--- config.mk ---
export PLATFORM = sky130hd
export DESIGN_NAME = sc_sat_counter
export DESIGN_NICKNAME = d
export VERILOG_FILES = /design/src/rtl/sc_sat_counter.sv
export SDC_FILE = /design/constraint.sdc
export NUM_CORES = 1
export LEC_CHECK = 0
export CAP_MARGIN = 0
export CORE_MARGIN = 10
export CORE_UTILIZATION = 45
export CTS_CLUSTER_DIAMETER = 100
export DETAILED_ROUTE_END_ITERATION = 6
export PLACE_DENSITY = 0.73
export SETUP_SLACK_MARGIN = 0.05
export SLEW_MARGIN = 20
export SYNTH_ARGS = -nofsm -noshare
export SYNTH_HDL_FRONTEND = slang
export SYNTH_SLANG_ARGS = --single-unit
--- constraint.sdc ---
create_clock -name CLK -period 1.9 [get_ports CLK]
set_clock_uncertainty 0.05 [all_clocks]
set_input_delay 0.38 -clock CLK [delete_from_list [all_inputs] [get_ports CLK]]
set_output_delay 0.38 -clock CLK [all_outputs]
set_load 0.005 [all_outputs]
--- src/rtl/sc_sat_counter.sv ---
// Saturating up-counter with synchronous reset and clear; clear wins over increment.
module sc_sat_counter #(
  parameter int W = 16
) (
  input  logic         CLK,
  input  logic         RST,
  input  logic         CLR,
  input  logic         INC,
  output logic [W-1:0] Q
);

  // NOTE: sequential state uses non-blocking assignments so every register samples pre-edge values.
  always_ff @(posedge CLK) begin
    if (RST || CLR) begin
      Q <= '0;
    end else if (INC && (Q != '1)) begin
      Q <= Q + 1'b1;
    end
  end

endmodule

==> reports/metrics.csv <==
metric,value,unit
Static Leak,0.422,nW
worst endpoint required time,1470,ps
initial core utilization,48.0,%
pin count of the biggest net entering global routing,16,
Mapped Cells,95,
vias in the first global route,803,
Synth-to-Final Area Change,36.3,%
status,completed,
maximum vdd drop,395,uV
TritonCTS clock tree,done,
number of remaining DRC errors,0,
"Cell Area, Synth",847,um^2
average detailed-routed wire length per instance,14.7,um
Seq cells post-synth,16,
class of the worst hold path,register to register,
final count of negative-setup-slack endpoints,0,
"Net count, final",129,
setup tns final,0,ps
placed cell areas,0.00111,mm^2
top-level I/O count,20,
placeable core region,0.00176,mm^2
final max-slew violation count,0,
First DRT Iteration DRCs,14,
routed vias,858,
WL final,2.18,mm
path length in cells of the critical path,1,
net count after synthesis,100,
setup repair after global routing missed its margin,false,
Port Buffers,19,
achievable clock frequency,0.565,GHz
Filler cells,163,
count of hold buffers inserted by post-cts repair,0,
Clock Tree Root,sky130_fd_sc_hd__clkbuf_4,
chain of cells forming the critical path,clkdlybuf4s50_1,
total clock buffers created by CTS,3,
fraction of layout cells with a size suffix above 1,17.1,%
WP buf/inv,1,
"top library cells by usage in the layout, fill and taps aside","sky130_fd_sc_hd__clkdlybuf4s50_1, sky130_fd_sc_hd__dfxtp_1, sky130_fd_sc_hd__a21oi_1",
critical setup path kind,register to output pin,
clock sink total,16,
via density per instance,5.80,
clock latency on the worst-skew pair,290,ps
number of flip-flops under the largest register name,16,
Detailed Routing Iterations Pass 1,4,
DP HPWL,1.60,mm
worst hold path depth,2,
gr ovfl total,0,
peak per-stage delay on the critical path,560,ps
number of antenna violations at the first check in global routing,0,
Slew @ Worst Pin,349,ps
number of buffers on the longest clock path,2,
die boundary height,63.4,um
startpoint class of the critical path,register,
leading registers by flop count,Q: 16 flops,
number of maximum-capacitance violations,0,
final cell utilization of the core,65.5,%
Post-Synthesis Mean Instance Area,8.92,um^2
register area share after synthesis,37.8,%
DIE WIDTH,63.4,um
Cells after DPL,143,
overall power consumption,0.603,mW
Top delay family on crit path,buffers and inverters,
hold violation total from the final report,0,
Hold Worst Slack,473,ps
cell row count,15,
worst reg-to-reg path cell count,5,
Tcrit/Tclk final,93.2,%
Synth Warn #,0,
critical path arrival,1340,ps
worst setup slack after layout,129,ps
routability-driven placement congestion ratio,0.737,
setup slack at placement,-12.3,ps
"count of placed standard cells in the final layout, fillers left out",148,
number of H-tree levels,1,
total track usage,10.8,%
number of antenna cells inserted,0,
endpoint type of the worst setup path,output pin,
number of antenna-violating nets in the routed design,0,
"most common cell after layout, fill and taps aside",sky130_fd_sc_hd__clkdlybuf4s50_1,
Reg with most FFs,Q,
cell with the biggest individual delay on the critical path,sky130_fd_sc_hd__clkdlybuf4s50_1,
Cell Pwr Density,522,mW/mm^2
global-route wire length before repair,3.62,mm
area enclosed by the die boundary,0.00402,mm^2
largest fanout on the critical path,10,
worst slew margin relative to its limit,76.7,%
total non-filler cell area in the finished layout,0.00115,mm^2
post-layout min period,1770,ps
count of cell types in the netlist,30,
clock transition at the registers of the reported paths,90,ps
kinds of logic (layout without fill, tap and decap cells):
family	Yosys count	count (layout)	share of synthesized area, %
and+or+nand+nor	44	44	33.8
AOI/OAI and AO/OA	27	27	21.9
DFF	16	16	37.8
buffers and inverters	4	32	1.92
xor gates and xnor gates	3	3	3.10
adders and majority gates	1	1	1.48
where the power goes:
part           internal (mW)  switching, mW  total [mW]
logic                 0.0168         0.0168      0.0336
registers              0.337       0.000991       0.338
clock network          0.117          0.115       0.232
total                  0.470          0.133       0.603
worst paths after layout:
check,from,endpoint,slack [ps]
worst max-delay path,Q[9],Q[9],130
worst max register to register,Q[0],Q[5],180
worst min-delay path,Q[15],Q[15],470
worst min register to register,Q[15],Q[15],470
cell type report:
class	instances	area [um^2]	share of cell area, %
tap	25	31.3	2.71
timing repair buffer	27	250	21.7
sequential	16	323	28.0
multi-input combinational	75	510	44.2
inverter	1	3.75	0.325
clock buffer	4	36.3	3.14
repair_timing:
item                                    CTS  global route
endpoints found under the setup margin    0             2
buffers inserted                          0             1
gates resized for setup                   0             2
cell usage after synthesis (all sizes together):
| cell | number | area (um^2) |
|---|---|---|
| o21ai | 5 | 25.0 |
| nor4 | 1 | 12.5 |
| and4 | 4 | 35.0 |
| nand2 | 6 | 22.5 |
| nor2 | 7 | 26.3 |
| o41ai | 1 | 16.3 |
| a21oi | 9 | 45.0 |
| or3 | 5 | 31.3 |
| or4 | 4 | 33.8 |
| or2 | 1 | 6.26 |
| inv | 1 | 3.75 |
| and2 | 2 | 12.5 |
| nor3 | 1 | 5.00 |
| a211oi | 1 | 7.51 |
| nand3 | 5 | 25.0 |
| nand4 | 7 | 65.1 |
| o211a | 1 | 10.0 |
| o31ai | 3 | 22.5 |
| clkbuf | 3 | 12.5 |
| dfxtp | 16 | 320 |
| xnor2 | 1 | 8.76 |
| ha | 1 | 12.5 |
| and3 | 1 | 11.3 |
| a31oi | 3 | 18.8 |
| a41o | 4 | 40.0 |
| xor2 | 2 | 17.5 |
layer usage:
layer	vias up	part of all wire (%)	global-route usage [%]	routed length [um]
met2	20	47	17.3	1010
met3	7	5.1	3.53	112
li1	435	-	-	-
met4	0	2.4	5.74	53
met5	-	0	0	0
met1	396	46	12.3	996
(Power assumes the default switching activity.)
